$ cat config.mk
export PLATFORM = sky130hd
export DESIGN_NAME = pc_sequencer
export DESIGN_NICKNAME = d
export VERILOG_FILES = /design/src/rtl/pc_seq_pkg.sv /design/src/rtl/pc_sequencer_jump_label_table.sv /design/src/rtl/pc_sequencer.sv
export SDC_FILE = /design/constraint.sdc
export NUM_CORES = 1
export LEC_CHECK = 0
export BUFFER_PORTS_ARGS = -buffer_cell sky130_fd_sc_hd__clkbuf_2
export CAP_MARGIN = 10
export CORE_MARGIN = 5
export CORE_UTILIZATION = 40
export CTS_BUF_LIST = sky130_fd_sc_hd__clkbuf_8
export DETAILED_ROUTE_END_ITERATION = 10
export GPL_TIMING_DRIVEN = 0
export MAX_ROUTING_LAYER = met4
export SETUP_SLACK_MARGIN = 0.1
export SLEW_MARGIN = 20
export SYNTH_ARGS = -nofsm -noshare
export SYNTH_HDL_FRONTEND = slang
export SYNTH_SLANG_ARGS = --single-unit
$ cat constraint.sdc
create_clock -name clk -period 2.2 [get_ports clk]
set_input_delay 0.11 -clock clk [delete_from_list [all_inputs] [get_ports clk]]
set_output_delay 0.11 -clock clk [all_outputs]
set_load 0.1 [all_outputs]
$ cat src/rtl/pc_seq_pkg.sv
// Shared widths, opcode/state encodings and jump-label defaults for the PC sequencer.
package pc_seq_pkg;

  localparam int unsigned PC_W      = 16;
  localparam int unsigned LBL_N     = 16;
  localparam int unsigned LBL_IDX_W = 4;
  localparam int unsigned STK_DEPTH = 4;
  localparam int unsigned STK_IDX_W = 2;
  localparam int unsigned SP_W      = 3;

  typedef enum logic [2:0] {
    BR_NONE     = 3'd0,
    BR_JMP_ABS  = 3'd1,
    BR_JMP_LBL  = 3'd2,
    BR_Z        = 3'd3,
    BR_NZ       = 3'd4,
    BR_CALL_LBL = 3'd5,
    BR_RET      = 3'd6,
    BR_RSVD     = 3'd7
  } br_op_e;

  typedef enum logic [1:0] {
    S_IDLE  = 2'd0,
    S_RUN   = 2'd1,
    S_FLUSH = 2'd2,
    S_FAULT = 2'd3
  } state_e;

  localparam logic [PC_W-1:0] DEFAULT_LABELS [LBL_N] = '{
    16'd10, 16'd22, 16'd76, 16'd101, 16'd123, 16'd131, 16'd8,  16'd39,
    16'd18, 16'd46, 16'd83, 16'd60,  16'd0,   16'd0,   16'd0,  16'd0
  };

endpackage

$ cat src/rtl/pc_sequencer_jump_label_table.sv
// Writable jump-label register file: reset loads defaults, one sync write, one comb read.
module jump_label_table
  import pc_seq_pkg::*;
(
  input  logic                 clk,
  input  logic                 reset,
  input  logic                 wr_en,
  input  logic [LBL_IDX_W-1:0] wr_idx,
  input  logic [PC_W-1:0]      wr_data,
  input  logic [LBL_IDX_W-1:0] rd_idx,
  output logic [PC_W-1:0]      rd_data_c
);

  logic [PC_W-1:0] mem [LBL_N];

  // Reset reloads the default labels; otherwise apply the write strobe.
  always_ff @(posedge clk) begin
    if (reset) begin
      for (int i = 0; i < int'(LBL_N); i++) mem[i] <= DEFAULT_LABELS[i];
    end else if (wr_en) begin
      mem[wr_idx] <= wr_data;
    end
  end

  // Same-cycle read sees the pre-write contents.
  assign rd_data_c = mem[rd_idx];

endmodule

$ cat src/rtl/pc_sequencer.sv
// Program-counter sequencer: PC register, label table, return stack and one-slot flush.
module pc_sequencer
  import pc_seq_pkg::*;
(
  input  logic                 clk,
  input  logic                 reset,
  input  logic                 start,
  input  logic                 advance,
  input  logic                 br_valid,
  input  logic [2:0]           br_op,
  input  logic [PC_W-1:0]      abs_target,
  input  logic [LBL_IDX_W-1:0] label_idx,
  input  logic                 zero_flag,
  input  logic                 lbl_wr_en,
  input  logic [LBL_IDX_W-1:0] lbl_wr_idx,
  input  logic [PC_W-1:0]      lbl_wr_data,
  output logic [PC_W-1:0]      pc,
  output logic                 pc_valid,
  output logic                 fault,
  output logic                 busy_flush
);

  state_e          state, state_n;
  logic [PC_W-1:0] pc_n;
  logic [PC_W-1:0] pc_inc;
  logic [PC_W-1:0] lbl_target;
  logic [PC_W-1:0] target;
  logic [PC_W-1:0] stk_top;
  logic [PC_W-1:0] stack [STK_DEPTH];
  logic [SP_W-1:0] sp;
  logic            taken, fault_req, push, pop;
  logic            stk_full, stk_empty;
  br_op_e          op;

  jump_label_table u_lbl (
    .clk       (clk),
    .reset     (reset),
    .wr_en     (lbl_wr_en),
    .wr_idx    (lbl_wr_idx),
    .wr_data   (lbl_wr_data),
    .rd_idx    (label_idx),
    .rd_data_c (lbl_target)
  );

  assign op        = br_op_e'(br_op);
  assign pc_inc    = pc + PC_W'(1);
  assign stk_full  = (sp == SP_W'(STK_DEPTH));
  assign stk_empty = (sp == '0);
  assign stk_top   = stack[STK_IDX_W'(sp - SP_W'(1))];

  // Next-state, next-PC and stack-operation decode.
  always_comb begin
    state_n   = state;
    pc_n      = pc;
    target    = pc;
    taken     = 1'b0;
    fault_req = 1'b0;
    push      = 1'b0;
    pop       = 1'b0;
    case (state)
      S_IDLE: begin
        if (start) begin
          state_n = S_RUN;
          pc_n    = '0;
        end
      end
      S_RUN: begin
        if (br_valid) begin
          case (op)
            BR_JMP_ABS: begin taken = 1'b1; target = abs_target; end
            BR_JMP_LBL: begin taken = 1'b1; target = lbl_target; end
            BR_Z:       begin taken = zero_flag;  target = lbl_target; end
            BR_NZ:      begin taken = !zero_flag; target = lbl_target; end
            BR_CALL_LBL: begin
              if (stk_full) fault_req = 1'b1;
              else begin taken = 1'b1; push = 1'b1; target = lbl_target; end
            end
            BR_RET: begin
              if (stk_empty) fault_req = 1'b1;
              else begin taken = 1'b1; pop = 1'b1; target = stk_top; end
            end
            default: ;
          endcase
        end
        if (fault_req) begin
          state_n = S_FAULT;
        end else if (taken) begin
          state_n = S_FLUSH;
          pc_n    = target;
        end else if (advance) begin
          pc_n = pc_inc;
        end
      end
      S_FLUSH: state_n = S_RUN;
      default: ;
    endcase
  end

  // State, PC, stack pointer and registered status outputs.
  always_ff @(posedge clk) begin
    if (reset) begin
      state      <= S_IDLE;
      pc         <= '0;
      sp         <= '0;
      pc_valid   <= 1'b0;
      fault      <= 1'b0;
      busy_flush <= 1'b0;
    end else begin
      state      <= state_n;
      pc         <= pc_n;
      if (push)     sp <= sp + SP_W'(1);
      else if (pop) sp <= sp - SP_W'(1);
      pc_valid   <= (state_n == S_RUN);
      fault      <= (state_n == S_FAULT);
      busy_flush <= (state_n == S_FLUSH);
    end
  end

  // Return-address storage; contents beyond sp are don't-care.
  always_ff @(posedge clk) begin
    if (!reset && push) stack[STK_IDX_W'(sp)] <= pc_inc;
  end

endmodule

==> flow_summary.ini, run 1 <==
[floorplanning]
pin_count = 69
core_um2 = 39700
start_util_pct = 40.4
die_y_um = 210
fp.dieArea_um2 = 44200
die_w_um = 210
rows = 73

[synth]
yosysSeqAreaShare_pct = 62.9
synth_top_area_share_pct = 59.9
synth.largest_area_cell = edfxtp_1
ys_types = 59
synth_nets = 1196
ys_seq_elements = 344
synth_edf_count = 320
avgSynthCellArea_um2 = 14.1
synth_area_leaders = edfxtp_1 (60%), and2_1 (8.7%), mux2i_1 (6.4%), mux4_2 (4.6%), dfxtp_1 (3.0%)
async_reset_ff_share_pct = 0
yosys.cell_count.top_type = edfxtp_1
synthTopCellsByCount = edfxtp_1 (320), and2_1 (222), mux2i_1 (103), clkbuf_1 (52), nor2_1 (38)
synth_area_um2 = 16100
syn_inst = 1139
synth_warnings = 0
ys.flop_type = edfxtp_1

[run]
drv_cap = 0

[grt]
grt_pass1_vias = 10400
grt_pass1_wl_mm = 66.3
grt_overflow_total = 0
grt_max_degree = 17
grt_antenna_before_repair = 0
grt_use_total_pct = 20.8

[clock_tree]
cts_tree = built
clk_path_buf_depth = 3
cts_made_buffers = 57
clock_latency_ns = 0.62
numClockSinks = 344
cts_max_level = 2
cts_root_buf = clkbuf_8
clkTransAtPathRegs_ns = 0.06

[drt]
drt-initial-drc-count = 804
vias = 10100
post_drt_wl_per_cell_um = 24.3
routed_wl_mm = 45.9
vias_per_cell = 5.37
antenna_left = 0
dr.pass1.iters = 5
post-route-drc-count = 0

[placed_design]
gp_congestion = 0.834
dp_hpwl_mm = 30.2
io_buffers = 66

[power_and_ir_drop]
p_comb_share_pct = 10.5
switching_power_mw = 3.55
p_sw_share_pct = 25.4
clkPwrFrac_pct = 35.7
power_density_nw_per_um2 = 734
power_leakage_nw = 6.85
peakVddDrop_v = 0.000417
pwr-share-seq_pct = 53.8
intPower_mw = 10.4

[sta]
rsz0062_at_grt = yes
slew_headroom_pct = 24.0
min_period_ns = 2.16
clock_skew_ns = 0.0292
finalSetupViolCount = 0
timing.final.crit_share_pct = 98.0
worst_pin_slew_ns = 1.13
finalMaxSlewViolations = 0
setup-tns-final_ns = 0
finalHoldViolations = 0
fmax_mhz = 464

[finish]
nets = 1380
fillers = 3537
area_growth_pct = 18.6
regArea_um2 = 10100
drive_above_1_share_pct = 24.2
multi_input_area_um2 = 5850
fin_util_pct = 47.9

[critical_path]
reg2reg_to = pc[0]
path_class = register to register
cp-start-kind = register
crit_required_ns = 2.70
r2r-start = sp[0]
ff2ff_path_depth = 11
crit_fanout = 6
reg2reg_slack_ns = 0.04
end_kind = register
critPathArrivalTime_ns = 2.65

[hold_path]
hold_class = input port to register
hold_end = pc[10]
whs_path_depth = 5
min_from = abs_target[10]

[run_status]
status = finished clean
layer usage:
metal	vias up	track usage, %	share of wire (%)	routed length (um)
li1	4629	-	-	-
met1	5115	26.8	41	19000
met2	325	34.1	50	22900
met3	76	3.75	6.0	2750
met4	0	5.76	2.8	1270
met5	-	-	0	0
flip-flops by register name, summed over array words and instances (netlist names):
name,count
pc_valid,1
sp,3
fault,1
stack,64
busy_flush,1
state,2
pc,16
u_lbl.mem,256
worst max path at each step:
stage | start | endpoint | depth (start not counted)
2_1_floorplan | sp[0] | pc[7] | 8
3_3_place_gp | reset | u_lbl.mem[4][9] | 6
3_5_place_dp | label_idx[1] | pc[4] | 8
4_1_cts | sp[0] | pc[0] | 11
5_1_grt | sp[0] | pc[0] | 11
6_report | sp[0] | pc[0] | 11
power groups by stage:
| stage | sequential [mW] | clock, mW | combinational [mW] |
|---|---|---|---|
| finish | 7.52 | 5.00 | 1.46 |
| detailed placement | 7.65 | 0 | 1.28 |
| floorplan | 7.69 | 0 | 0.734 |
| global route | 7.55 | 5.39 | 1.55 |
| global placement | 7.64 | 0 | 1.27 |
| CTS | 7.52 | 5.05 | 1.41 |
what timing repair did:
action,4_1_cts,5_1_grt
gates cloned,1,5
hold buffers,28,3
hold endpoints to repair,107,3
setup buffers,19,6
setup endpoints to repair,87,80
resized for setup,50,41
pin swaps,15,17
cell usage in the layout, fill, tap and decap left out, drive strengths merged, types with 3 or more instances in the layout:
cell type      n
dfxtp         24
mux2i        104
a21oi         35
dlygate4sd3   31
edfxtp       320
nand2         36
nor3           8
xor2          10
a211oi         3
and4           4
o21ai          3
o211ai         7
nand2b        21
a31oi          4
nand3         21
a22oi         14
o2bb2ai       10
nand3b         3
nor4           5
clkbuf       175
nor2b          5
buf           59
a211o          4
or2           18
o22ai         17
and3           5
a2111oi        4
nand4b         3
clkinvlp       3
inv           22
xnor2          7
mux2           4
ha             7
and2         225
a32o           3
mux4          38
clkinv        19
nor2          38
or3           31
metrics by stage:
stage / hold WS [ns] / std cells / area, um2 / setup WS [ns] / power (mW)
2_1_floorplan: 0.288 / 1139 / 16100 / 0.0930 / 8.42
3_3_place_gp: 0.484 / 1730 / 17100 / -0.564 / 8.91
3_5_place_dp: 0.486 / 1730 / 17100 / -0.555 / 8.94
4_1_cts: 0.000566 / 1874 / 18800 / 0.0507 / 14.0
5_1_grt: 0.0275 / 1887 / 19000 / -0.0197 / 14.5
6_report: 0.0195 / 1888 / 19000 / 0.0432 / 14.0
critical path, cell delays in order (launching register included):
cell and delay (ns):
dfxtp_4 0.37, inv_4 0.04, ha_4 0.25, buf_6 0.10
buf_12 0.13, buf_8 0.12, buf_6 0.09, mux2i_2 0.20
o22ai_2 0.12, a2111oi_4 0.22, o21ai_1 0.12, a32o_1 0.27
cell type report:
cell class / instances / area share, %
inverter: 5 / 0.112
timing repair buffer: 125 / 4.96
clock buffer: 59 / 4.27
tap: 525 / 3.45
buffer: 81 / 2.50
multi-input combinational: 709 / 30.7
clock inverter: 39 / 0.868
sequential: 344 / 53.1
antenna: 1 / 0.0131
kinds of logic after synthesis:
logic type	Yosys count	synth area share (%)
and+or+nand+nor	425	15.4
adders and majority gates	7	0.546
muxes	146	12.3
xor gates and xnor gates	17	0.928
DFF	344	62.9
buffers and inverters	89	2.68
AOI/OAI and AO/OA	111	5.25
Note: power is estimated with default switching activity, not from simulation.
==> inputs of run 2 (changes only) <==
- CORE_UTILIZATION: 40 -> 35
- GPL_TIMING_DRIVEN: 0 -> not set
==> run 2 against run 1 <==
Power increased by 1.8%. Critical path depth down 1. Maximum frequency rose by 2.3%. Count of clock-buffer cells in the layout up 2. Utilization down 5.9 points. Critical endpoint is now pc[10]. Clock skew is 0.00080 ns higher. Clock power is 6.0% higher. Non-clock buffer count down 27. Worst hold slack improved by 0.014 ns. Via count down 3.1%. Register-to-register slack better by 0.05 ns. Largest cell class unchanged. Die area rose by 14%. Critical path type unchanged.
==> flow_summary.ini, run 2 (synthesized netlist as in run 1, its figures left out) <==
[run_status]
status = finished clean

[critical_path]
critPathArrivalTime_ns = 2.59
path_class = register to register
crit_fanout = 6
cp_common_cell = buf_12
slowest_delay_ns = 0.35
cp-start-kind = register
path_cells = inv_4, ha_4, buf_12, buf_12, mux2i_2, o22ai_1, a21oi_2, o211ai_1, mux2i_1, o2bb2ai_2
slowest_stage = dfxtp_2
path_buf_inv = 3
crit_family = compound AO/OA/AOI/OAI gates
end_kind = register
crit_required_ns = 2.68

[run]
drv_cap = 0

[clock_tree]
clk_path_buf_depth = 3
cts_root_buf = clkbuf_8
cts_tree = built
numClockSinks = 344
cts_max_level = 2
clock_latency_ns = 0.61
clkTransAtPathRegs_ns = 0.06
cts_made_buffers = 55

[hold_path]
hold_class = input port to register

[drt]
antenna_left = 0
dr.pass1.iters = 5
post_drt_wl_per_cell_um = 21.8
drt-initial-drc-count = 801
vias = 9834
post-route-drc-count = 0
vias_per_cell = 5.08
routed_wl_mm = 42.1

[floorplanning]
start_util_pct = 35.4
fp.dieArea_um2 = 50200
die_w_um = 224
pin_count = 69
rows = 78
die_y_um = 224
core_um2 = 45400

[power_and_ir_drop]
peakVddDrop_v = 0.000356
intPower_mw = 10.8
power_leakage_nw = 6.95
switching_power_mw = 3.49
p_sw_share_pct = 24.5
clkPwrFrac_pct = 37.3
total_power_mw = 14.2
p_comb_share_pct = 9.9
power_density_nw_per_um2 = 746
pwr-share-seq_pct = 52.8

[placed_design]
io_buffers = 68
dp_hpwl_mm = 28.2
post-place-ws_ns = -0.185
gp_congestion = 0.841

[sta]
clock_skew_ns = 0.0300
min_period_ns = 2.11
fmax_mhz = 474
timing.final.crit_share_pct = 95.8
finalHoldViolations = 0
worst_slack_ns = 0.0920
rsz0062_at_grt = yes
slew_headroom_pct = 60.9
finalMaxSlewViolations = 0
setup-tns-final_ns = 0
finalSetupViolCount = 0
worst_pin_slew_ns = 0.590

[finish]
reg.largest.list = u_lbl.mem (256), stack (64), pc (16)
drive_above_1_share_pct = 27.1
final_common_cell = edfxtp_1
regMostFlops = u_lbl.mem
final_cell_mix = edfxtp_1 (320), and2_1 (218), mux2i_1 (97)
area_growth_pct = 18.9
nets = 1348
largest_reg_flops = 256

[grt]
grt_use_total_pct = 16.8
grt_overflow_total = 0
grt_pass1_vias = 9888
grt_antenna_before_repair = 1
grt_pass1_wl_mm = 62.3
grt_max_degree = 28
## run 2: cell count changes in the layout (fill, tap and decap cells not counted), moves of 7 or more
cell	change
buf_12	+8
buf_6	-7
clkbuf_1	-44
dlygate4sd3_1	-22
buf_2	-12
buf_4	+54
## run 2: routing by layer
metal,track usage [%],wire length [um],vias up
met5,-,0,-
met4,3.46,694,0
met3,2.83,2360,57
met2,26.8,20200,298
met1,22.9,18900,4925
li1,-,-,4554
## run 2: final timing paths
check	startpoint	endpoint	slack [ns]	depth (start not counted)
worst min register to register	pc[12]	pc[12]	0.49	1
worst max register to register	sp[1]	pc[10]	0.09	10
worst min-delay path	lbl_wr_data[8]	u_lbl.mem[15][8]	0.03	2
worst max-delay path	sp[1]	pc[10]	0.09	10
## run 2: layout make-up
class,instances,area (um2)
antenna,1,2.50
clock buffer,61,840
fill,4164,26300
inverter,5,23.8
sequential,344,10100
timing repair buffer,179,1460
multi-input combinational,706,5680
tap,600,751
clock inverter,39,214
## run 2: metrics by stage
step	std cells	utilization, %	hold WS (ns)	instance area, um2
2_1_floorplan	1139	-	0.288	16100
4_1_cts	1929	41.8	0.000289	19000
3_3_place_gp	1812	38.8	0.479	17600
6_report	1935	42.0	0.0335	19100
3_5_place_dp	1812	38.8	0.489	17600
5_1_grt	1935	42.0	0.0250	19100
## run 2: repair_timing
item,4_1_cts,5_1_grt
hold buffers,9,0
endpoints found under the setup margin,14,14
gates cloned,3,0
hold endpoints to repair,37,0
pin swaps,8,13
gates resized for setup,21,19
setup buffers,5,5
## run 2: power by group through the flow
stage / Combinational (mW) / Clock, mW / Sequential [mW]
2_1_floorplan: 0.734 / 0 / 7.69
6_report: 1.41 / 5.30 / 7.52
3_3_place_gp: 1.33 / 0 / 7.65
4_1_cts: 1.41 / 5.41 / 7.52
5_1_grt: 1.50 / 5.72 / 7.54
3_5_place_dp: 1.34 / 0 / 7.66
